### src/rtl/count_seq_pkg.sv
// ============================================================================
// Module      : count_seq_pkg
// Description : Shared types and constants for the count sequencer arbiter.
// Revision    : 1.0 - initial release
// ============================================================================
`default_nettype none

package count_seq_pkg;

    localparam int c_max_w     = 32;
    localparam int c_max_rep_w = 8;
    localparam int c_max_id_w  = 3;

    localparam logic [c_max_w-1:0] c_rst_count = '0;

    typedef enum logic [1:0] {
        ST_IDLE = 2'd0,
        ST_LOAD = 2'd1,
        ST_RUN  = 2'd2,
        ST_DONE = 2'd3
    } state_t;

    // Fields are sized for the largest supported configuration; instances
    // use only the low bits and leave the rest at zero.
    typedef struct packed {
        logic [c_max_w-1:0]     start_val;
        logic [c_max_w-1:0]     end_val;
        logic                   dir;
        logic [c_max_rep_w-1:0] reps;
        logic [c_max_id_w-1:0]  id;
    } cmd_t;

endpackage

`default_nettype wire

### src/rtl/updown_load_counter.sv
// ============================================================================
// Module      : updown_load_counter
// Description : Loadable modulo-2^WIDTH up/down counter, load beats enable.
// Revision    : 1.0 - initial release
// ============================================================================
`default_nettype none

module updown_load_counter
    import count_seq_pkg::*;
#(
    parameter int WIDTH = 4
) (
    input  logic             clk,
    input  logic             rst,
    input  logic             load,
    input  logic             en,
    input  logic             up,
    input  logic [WIDTH-1:0] data_in,
    output logic [WIDTH-1:0] count
);

    localparam logic [WIDTH-1:0] c_one = {{(WIDTH-1){1'b0}}, 1'b1};

    logic [WIDTH-1:0] r_count;

    always_ff @(posedge clk or posedge rst) begin
        if (rst) begin
            r_count <= c_rst_count[WIDTH-1:0];
        end else if (load) begin
            r_count <= data_in;
        end else if (en) begin
            r_count <= up ? (r_count + c_one) : (r_count - c_one);
        end
    end

    assign count = r_count;

endmodule

`default_nettype wire

### src/rtl/count_seq_arbiter.sv
// ============================================================================
// Module      : count_seq_arbiter
// Description : Round-robin shares one loadable up/down counter among NREQ
//               command sources and reports completion with the source ID.
// Revision    : 1.0 - initial release
// ============================================================================
`default_nettype none

module count_seq_arbiter
    import count_seq_pkg::*;
#(
    parameter int WIDTH = 4,
    parameter int NREQ  = 2,
    parameter int REP_W = 2,
    parameter int ID_W  = 1
) (
    input  logic               clk,
    input  logic               rst,
    input  logic [NREQ-1:0]       req_valid,
    output logic [NREQ-1:0]       req_ready,
    input  logic [NREQ*WIDTH-1:0] req_start,
    input  logic [NREQ*WIDTH-1:0] req_end,
    input  logic [NREQ-1:0]       req_dir,
    input  logic [NREQ*REP_W-1:0] req_reps,
    output logic [WIDTH-1:0]      count,
    output logic                  busy,
    output logic                  done_valid,
    output logic [ID_W-1:0]       done_id,
    input  logic                  done_ready
);

    localparam logic [c_max_rep_w-1:0] c_rep_one = {{(c_max_rep_w-1){1'b0}}, 1'b1};
    localparam logic [ID_W-1:0]        c_id_one  = {{(ID_W-1){1'b0}}, 1'b1};

    state_t           r_state;
    state_t           w_state_nxt;
    cmd_t             r_cmd;
    cmd_t             w_new_cmd;
    logic [ID_W-1:0]  r_rr_ptr;
    logic [ID_W-1:0]  w_gnt_id;
    logic [ID_W-1:0]  w_id;
    logic [ID_W-1:0]  w_ptr_nxt;
    logic [ID_W:0]    w_sum;
    logic             w_found;
    logic             w_at_end;
    logic             w_load;
    logic             w_en;
    logic             w_unused_bits;

    logic [WIDTH-1:0] w_start [NREQ];
    logic [WIDTH-1:0] w_end   [NREQ];
    logic [REP_W-1:0] w_reps  [NREQ];

    generate
        for (genvar gi = 0; gi < NREQ; gi++) begin : g_unpack
            assign w_start[gi] = req_start[gi*WIDTH +: WIDTH];
            assign w_end[gi]   = req_end[gi*WIDTH +: WIDTH];
            assign w_reps[gi]  = req_reps[gi*REP_W +: REP_W];
        end
    endgenerate

    // First asserted requester at or after the pointer, wrapping at NREQ.
    always_comb begin
        w_found  = 1'b0;
        w_gnt_id = '0;
        w_sum    = '0;
        for (int k = 0; k < NREQ; k++) begin
            w_sum = {1'b0, r_rr_ptr} + (ID_W+1)'(k);
            if (w_sum >= (ID_W+1)'(NREQ)) begin
                w_sum = w_sum - (ID_W+1)'(NREQ);
            end
            if (!w_found && req_valid[w_sum[ID_W-1:0]]) begin
                w_found  = 1'b1;
                w_gnt_id = w_sum[ID_W-1:0];
            end
        end
    end

    always_comb begin
        req_ready = '0;
        if (r_state == ST_IDLE && w_found) begin
            req_ready[w_gnt_id] = 1'b1;
        end
    end

    always_comb begin
        w_new_cmd                        = '0;
        w_new_cmd.start_val[WIDTH-1:0]   = w_start[w_gnt_id];
        w_new_cmd.end_val[WIDTH-1:0]     = w_end[w_gnt_id];
        w_new_cmd.dir                    = req_dir[w_gnt_id];
        w_new_cmd.reps[REP_W-1:0]        = w_reps[w_gnt_id];
        w_new_cmd.id[ID_W-1:0]           = w_gnt_id;
    end

    assign w_id      = r_cmd.id[ID_W-1:0];
    assign w_at_end  = (count == r_cmd.end_val[WIDTH-1:0]);
    assign w_ptr_nxt = (w_id == ID_W'(NREQ-1)) ? '0 : (w_id + c_id_one);

    always_comb begin
        w_state_nxt = r_state;
        w_load      = 1'b0;
        w_en        = 1'b0;
        case (r_state)
            ST_IDLE: if (w_found) w_state_nxt = ST_LOAD;
            ST_LOAD: begin
                w_load      = 1'b1;
                w_state_nxt = ST_RUN;
            end
            ST_RUN: begin
                if (!w_at_end)              w_en        = 1'b1;
                else if (r_cmd.reps != '0)  w_state_nxt = ST_LOAD;
                else                        w_state_nxt = ST_DONE;
            end
            ST_DONE: if (done_ready) w_state_nxt = ST_IDLE;
            default: w_state_nxt = ST_IDLE;
        endcase
    end

    always_ff @(posedge clk or posedge rst) begin
        if (rst) begin
            r_state  <= ST_IDLE;
            r_cmd    <= '0;
            r_rr_ptr <= '0;
        end else begin
            r_state <= w_state_nxt;
            if (r_state == ST_IDLE && w_found) begin
                r_cmd <= w_new_cmd;
            end else if (r_state == ST_RUN && w_at_end && r_cmd.reps != '0) begin
                r_cmd.reps <= r_cmd.reps - c_rep_one;
            end
            if (r_state == ST_DONE && done_ready) begin
                r_rr_ptr <= w_ptr_nxt;
            end
        end
    end

    updown_load_counter #(
        .WIDTH (WIDTH)
    ) u_counter (
        .clk     (clk),
        .rst     (rst),
        .load    (w_load),
        .en      (w_en),
        .up      (r_cmd.dir),
        .data_in (r_cmd.start_val[WIDTH-1:0]),
        .count   (count)
    );

    assign busy       = (r_state != ST_IDLE);
    assign done_valid = (r_state == ST_DONE);
    assign done_id    = w_id;

    // Upper struct bits beyond the configured widths are constant zero.
    assign w_unused_bits = ^r_cmd;

endmodule

`default_nettype wire

### config.mk
export PLATFORM = sky130hd
export DESIGN_NAME = count_seq_arbiter
export DESIGN_NICKNAME = d
export VERILOG_FILES = /design/src/rtl/count_seq_pkg.sv /design/src/rtl/updown_load_counter.sv /design/src/rtl/count_seq_arbiter.sv
export SDC_FILE = /design/constraint.sdc
export NUM_CORES = 1
export LEC_CHECK = 0
export BUFFER_PORTS_ARGS = -buffer_cell sky130_fd_sc_hd__buf_2
export CAP_MARGIN = 20
export CORE_ASPECT_RATIO = 0.75
export CORE_UTILIZATION = 48
export CTS_CLUSTER_DIAMETER = 80
export CTS_CLUSTER_SIZE = 30
export DETAILED_ROUTE_END_ITERATION = 6
export GPL_ROUTABILITY_DRIVEN = 0
export PLACE_DENSITY = 0.72
export SLEW_MARGIN = 10
export SYNTH_ARGS = -nofsm -noshare
export SYNTH_HDL_FRONTEND = slang
export SYNTH_SLANG_ARGS = --single-unit
### constraint.sdc
create_clock -name clk -period 3.3 [get_ports clk]
set_clock_uncertainty 0.15 [all_clocks]
set_input_delay 0.165 -clock clk [delete_from_list [all_inputs] [get_ports clk]]
set_output_delay 0.165 -clock clk [all_outputs]
set_load 0.03 [all_outputs]
# Word level (Yosys, flattened, before mapping)
# Cells that the tools add are included.
op_classes:
  n_addsub: 7
  magnitude_cmp: 7
  n_eq_ne: 7
  n_mux: 38
  bitwise: 1
  n_reduce_logical: 13
ops:
  columns: ["cell", "count"]
  rows:
  - ["$mux W4", 9]
  - ["$mux W1", 17]
  - ["$mux W2", 8]
  - ["$mux W8", 2]
  - ["$pmux W2 S4", 1]
  - ["$reduce_bool A8 Y1", 1]
  - ["$sub A8 B1 Y8 const B", 1]
  - ["$logic_and A1 B1 Y1", 6]
  - ["$lt A1 B2 Y1 const B", 3]
  - ["$reduce_bool A2 Y1", 3]
  - ["$add A4 B1 Y4 const B", 1]
  - ["$eq A2 B2 Y1 const B", 2]
  - ["$eq A4 B4 Y1", 1]
  - ["$ge A2 B2 Y1 const B", 2]
  - ["$ne A2 B2 Y1 const B", 2]
  - ["$sub A4 B1 Y4 const B", 1]
  - ["$reduce_and A3 Y1", 1]
  - ["$add A1 B1 Y2 const B", 1]
  - ["$eq A2 B1 Y1 const B", 1]
  - ["$ge A1 B2 Y1 const B", 1]
  - ["$logic_not A2 Y1", 1]
  - ["$ne A2 B1 Y1 const B", 1]
  - ["$not A1 Y2", 1]
  - ["$sub A1 B1 Y1 const B", 2]
  - ["other kinds (4)", 4]
word_totals:
  regBits: 25
  input_bits: 27
  output_inout_bits: 9
  elab_cells: 81

# Depth between registers and ports, before layout
logic_depth:
  word_depth: 13
  mapped_depth: 6
  depth_no_buf: 6

# Cells and area by module
# From an unflattened synthesis, not the netlist that was laid out.
unflattened:
  cells_unflattened: 149
  hier_area_um2: 1497.7
by_module_without_submodules:
  columns: ["mod", "instances", "cells_each", "area_each_um2"]
  rows:
  - ["count_seq_arbiter", 1, 117, 1167.4]
  - ["updown_load_counter", 1, 32, 330.3]

# Worst setup path after synthesis
# Ideal clock, no wire load.
synth_path:
  path_kind: "register to register"
  startpoint: "register u_counter.r_count[2] (netlist: u_counter.count[2])"
  endpoint: "register u_counter.r_count[3] (netlist: u_counter.count[3])"
  setup_time_ps: 136
  arrival_ps: 1755
  required_time_ps: 3014
  slack_ps: 1259
  stages_incl_launch_ff: 6
  cell_sequence: "dfrtp_1 ha_1 nand3_1 and3_1 o2111ai_1 or3b_2"
synth_via:
  elab_chain_cells: 4
  word_cells_on_any_way: 9
  cone_classes: "add/sub: 2; eq/ne: 1; mux: 5; reduce/logical: 1"
synth_lines:
  columns: ["element", "line", "rtl"]
  rows:
  - ["start, declared", "updown_load_counter.sv:24", "logic [WIDTH-1:0] r_count;"]
  - ["start signal, assigned", "updown_load_counter.sv:28", "r_count <= c_rst_count[WIDTH-1:0];"]
  - ["start signal, assigned", "updown_load_counter.sv:30", "r_count <= data_in;"]
  - ["start signal, assigned", "updown_load_counter.sv:32", "r_count <= up ? (r_count + c_one) : (r_count - c_one);"]
  - ["$sub A4 B1 Y4 (tied with other cells)", "updown_load_counter.sv:32", null]
  - ["$mux W4 / $mux W1 (equally long branches)", "updown_load_counter.sv:32, count_seq_arbiter.sv:110", null]
  - ["$mux W4 / $mux W1 (equally long branches)", "updown_load_counter.sv:31, count_seq_arbiter.sv:103", null]
  - ["$mux W4 / $reduce_bool A2 Y1 (equally long branches)", null, null]
# Several ways; a longest one is shown, not always the timed one. The select of a mux whose other input is x is not followed.
# A chain may end at the register's enable or synchronous reset.

# Worst setup path after layout
layout_path:
  startpoint: "register r_state[0]"
  endpoint: "register r_cmd[14] (netlist bit)"
layout_via:
  elab_chain_cells: 2
layout_lines:
  columns: ["element", "line", "rtl"]
  rows:
  - ["start, declared", "count_seq_arbiter.sv:35", "state_t r_state;"]
  - ["start signal, assigned", "count_seq_arbiter.sv:125", "r_state <= w_state_nxt;"]
  - ["$logic_not A2 Y1", "count_seq_arbiter.sv:126", "if (r_state == ST_IDLE && w_found) begin"]
  - ["$logic_and A1 B1 Y1", "count_seq_arbiter.sv:126", null]
  - ["end signal, assigned", "count_seq_arbiter.sv:127", "r_cmd <= w_new_cmd;"]
  - ["end, declared", "count_seq_arbiter.sv:37", "cmd_t r_cmd;"]
# Every way passes these cells.

==> flow_summary.yaml <==
sta:
  setup_viol: 0
  layout_min_cycle_time_ps: 2840
  final.setup.tns_ps: 0
  worst_slew_pin_slew_ps: 682
  hold_viol_final: 0
  rsz0062_at_grt: "no"
  slew_headroom: 0.544
  period_share: 0.859
  max_freq_ghz: 0.353
  finalMaxSlewViolations: 0
critical_path:
  timing.rr.end: "r_cmd[14]$_DFFE_PP0P_"
  rrSetupSlack_ps: 460
  cp_data_arrival_time_ps: 2850
  crit_family: "simple AND/OR/NAND/NOR gates"
  worst-path-buf-inv: 2
  crit_path_start_kind: "flip-flop"
  critPathKind: "reg2reg"
  timing.rr.start: "r_state[0]$_DFFE_PP0P_"
  rr_worst_depth: 5
  slowest_stage: "dlygate4sd3_1"
  slowest_delay_ps: 600
  critPathCaptureType: "flip-flop"
  path_cells: "nor2_1 -> nand2_1 -> a222oi_1 -> dlygate4sd3_1 -> inv_1"
  crit_start: "r_state[0]$_DFFE_PP0P_"
  path_max_fanout: 22
  crit_required_ps: 3310
pwr:
  power.share.sequential: 0.581
  cellInternalPower_mw: 0.415
  netSwitchingFraction: 0.212
  p_switching_mw: 0.112
  power_leakage_nw: 0.970
  power_frac_clock: 0.347
  vdd_drop_max_v: 0.000251
  combinationalPowerShare: 0.072
  power_density_nw_per_um2: 277
layout:
  syn_to_final_growth_pct: 30.8
  register_area_um2: 626
  fill_cells: 216
  drive_gt1_frac: 0.237
  final_common_cell: "buf_2"
  final_util: 0.694
  final_cell_mix: "35 x buf_2, 25 x dfrtp_1, 19 x dlygate4sd3_1"
  layout.nets: 230
  design_area_um2: 1900
  multi_input_area_um2: 732
  antenna_cells: 0
clock_network:
  clock_sinks: 25
  cts_tree: "yes"
  clk_path_buf_depth: 2
  clkSlewWorstSetupHoldPaths_ps: 90
  cts_root_buf: "clkbuf_8"
  cts_made_buffers: 3
  htree_levels: 1
  post_cts_buffers: 0
  clock_latency_ps: 270
placed_design:
  place_area_um2: 1640
  dp_hpwl_mm: 2.56
  port_buffers: 35
floorplan:
  die_area_um2: 3260
  core_area_um2: 2740
  ios: 36
  dieWidth_um: 65.6
  die_height_um: 49.7
  initial_core_util: 0.531
  rows: 16
worst_hold_path:
  whs_path_depth: 3
  holdPathEnd: "r_state[1]$_DFFE_PP0P_"
  worstHoldStart: "done_ready"
  min-delay-path-class: "in2reg"
route:
  drtIter0Drc: 143
  via_count: 1355
  vias_per_cell: 5.79
  postRouteAntennaNets: 0
  drc_errors: 0
  first_pass_iters: 4
  wirelength_mm: 3.72
  wl_per_cell_um: 15.9
synth:
  synth_xor_area_frac: 0.0301
  avgSynthCellArea_um2: 10.0
  synth_top_family_by_area: "simple AND/OR/NAND/NOR gates"
  syn-instance-count: 145
  synth_nets: 176
  yosys.area_share.adder: 0.0395
  synth_cell_types: 43
  synth_flop_cell: "dfrtp_1"
  ys_seq_elements: 25
  postSynth.asyncResetShare: 1.00
  syn_area_um2: 1460
  synthMuxAreaShare: 0.0567
  synth_simple_gate_area_frac: 0.189
  synth-compound-area-share: 0.187
  yosys_warnings: 0
  synth_edf_count: 0
  ys_seq_area_frac: 0.430
global_routing:
  overflow: 0
  grt_pass1_wl_mm: 6.23
  grt_pass1_vias: 1349
  grt_max_degree: 26
  antenna_found_initial: 0
  grt_usage: 0.256
job:
  drv_cap: 0
outcome:
  status: "finished clean"
-- registers in the layout, indices dropped and copies added, names as in the netlist --
register	cells
r_rr_ptr	1
done_id	1
r_cmd	17
r_state	2
u_counter.count	4
-- repair_timing --
item                      in CTS  in global routing
hold buffers                  19                  0
resized for setup              0                  0
hold endpoints to repair      34                  0
-- final cells by class --
cell class,instances,area share
tap,36,0.0237
sequential,25,0.329
clock buffer,4,0.0237
multi-input combinational,97,0.384
timing repair buffer,55,0.206
inverter,17,0.0335
-- kinds of logic after synthesis --
logic type | count (synthesis)
XOR/XNOR | 5
adder cells (fa/ha/maj) | 4
buffers and inverters | 23
AND/OR/NAND/NOR | 46
AO/OA/AOI/OAI | 34
flip-flops | 25
multiplexers | 8
-- worst reg2reg max path, delay by kind of cell (launching register included) --
family,cells,cell delay [ps]
compound gates,1,420
buf+inv,2,650
flops,1,480
simple gates,2,1030
-- metrics by stage --
step | worst slack, ps | hold WS, ps | power [mW] | cells
floorplan | 1260 | 42.3 | 0.318 | 145
global placement | 1170 | 227 | 0.336 | 210
detailed placement | 1060 | 240 | 0.336 | 210
CTS | 534 | 49.8 | 0.524 | 233
global route | 272 | 61.3 | 0.546 | 234
finish | 465 | 54.7 | 0.527 | 234
-- power groups by stage --
stage	logic, mW	registers (mW)	clock network [mW]
finish	0.0380	0.306	0.183
global placement	0.0234	0.312	0
CTS	0.0330	0.306	0.185
global route	0.0424	0.306	0.198
detailed placement	0.0240	0.312	0
floorplan	0.00617	0.312	0
-- worst max-delay path by stage --
stage                                                 to  cells after the start  slack, ps
after floorplan           u_counter.count[3]$_DFFE_PP0P_                      5       1260
after global placement             r_cmd[47]$_DFFE_PP0P_                      4       1170
after detailed placement           r_cmd[14]$_DFFE_PP0P_                      4       1060
after CTS                          r_cmd[14]$_DFFE_PP0P_                      5        530
after global routing               r_cmd[44]$_DFFE_PP0P_                      5        270
final                              r_cmd[14]$_DFFE_PP0P_                      5        460
-- metal layers --
| layer | vias to the layer above | part of all wire | wire (µm) | track usage |
|---|---|---|---|---|
| met3 | 4 | 0.068 | 254 | 0.0532 |
| met1 | 658 | 0.43 | 1610 | 0.338 |
| met5 | - | 0 | 0 | 0 |
| met4 | 0 | 0.012 | 45 | 0.0471 |
| li1 | 643 | - | - | - |
| met2 | 50 | 0.49 | 1810 | 0.433 |
-- Yosys cell counts (all sizes together) (2+ instances only) --
cell / count / area share
a21o: 2 / 0.010
a222oi: 9 / 0.062
a21oi: 5 / 0.017
nand2b: 8 / 0.040
ha: 3 / 0.026
nand2: 12 / 0.031
and3: 3 / 0.013
mux2: 2 / 0.015
inv: 17 / 0.044
o21ai: 4 / 0.014
nand4: 3 / 0.013
nor2: 4 / 0.010
nor4b: 2 / 0.022
xnor2: 5 / 0.030
nand3: 5 / 0.017
mux2i: 6 / 0.041
buf: 5 / 0.021
dfrtp: 25 / 0.43
nor3: 3 / 0.010
a22oi: 2 / 0.010
(Power assumes the default switching activity.)
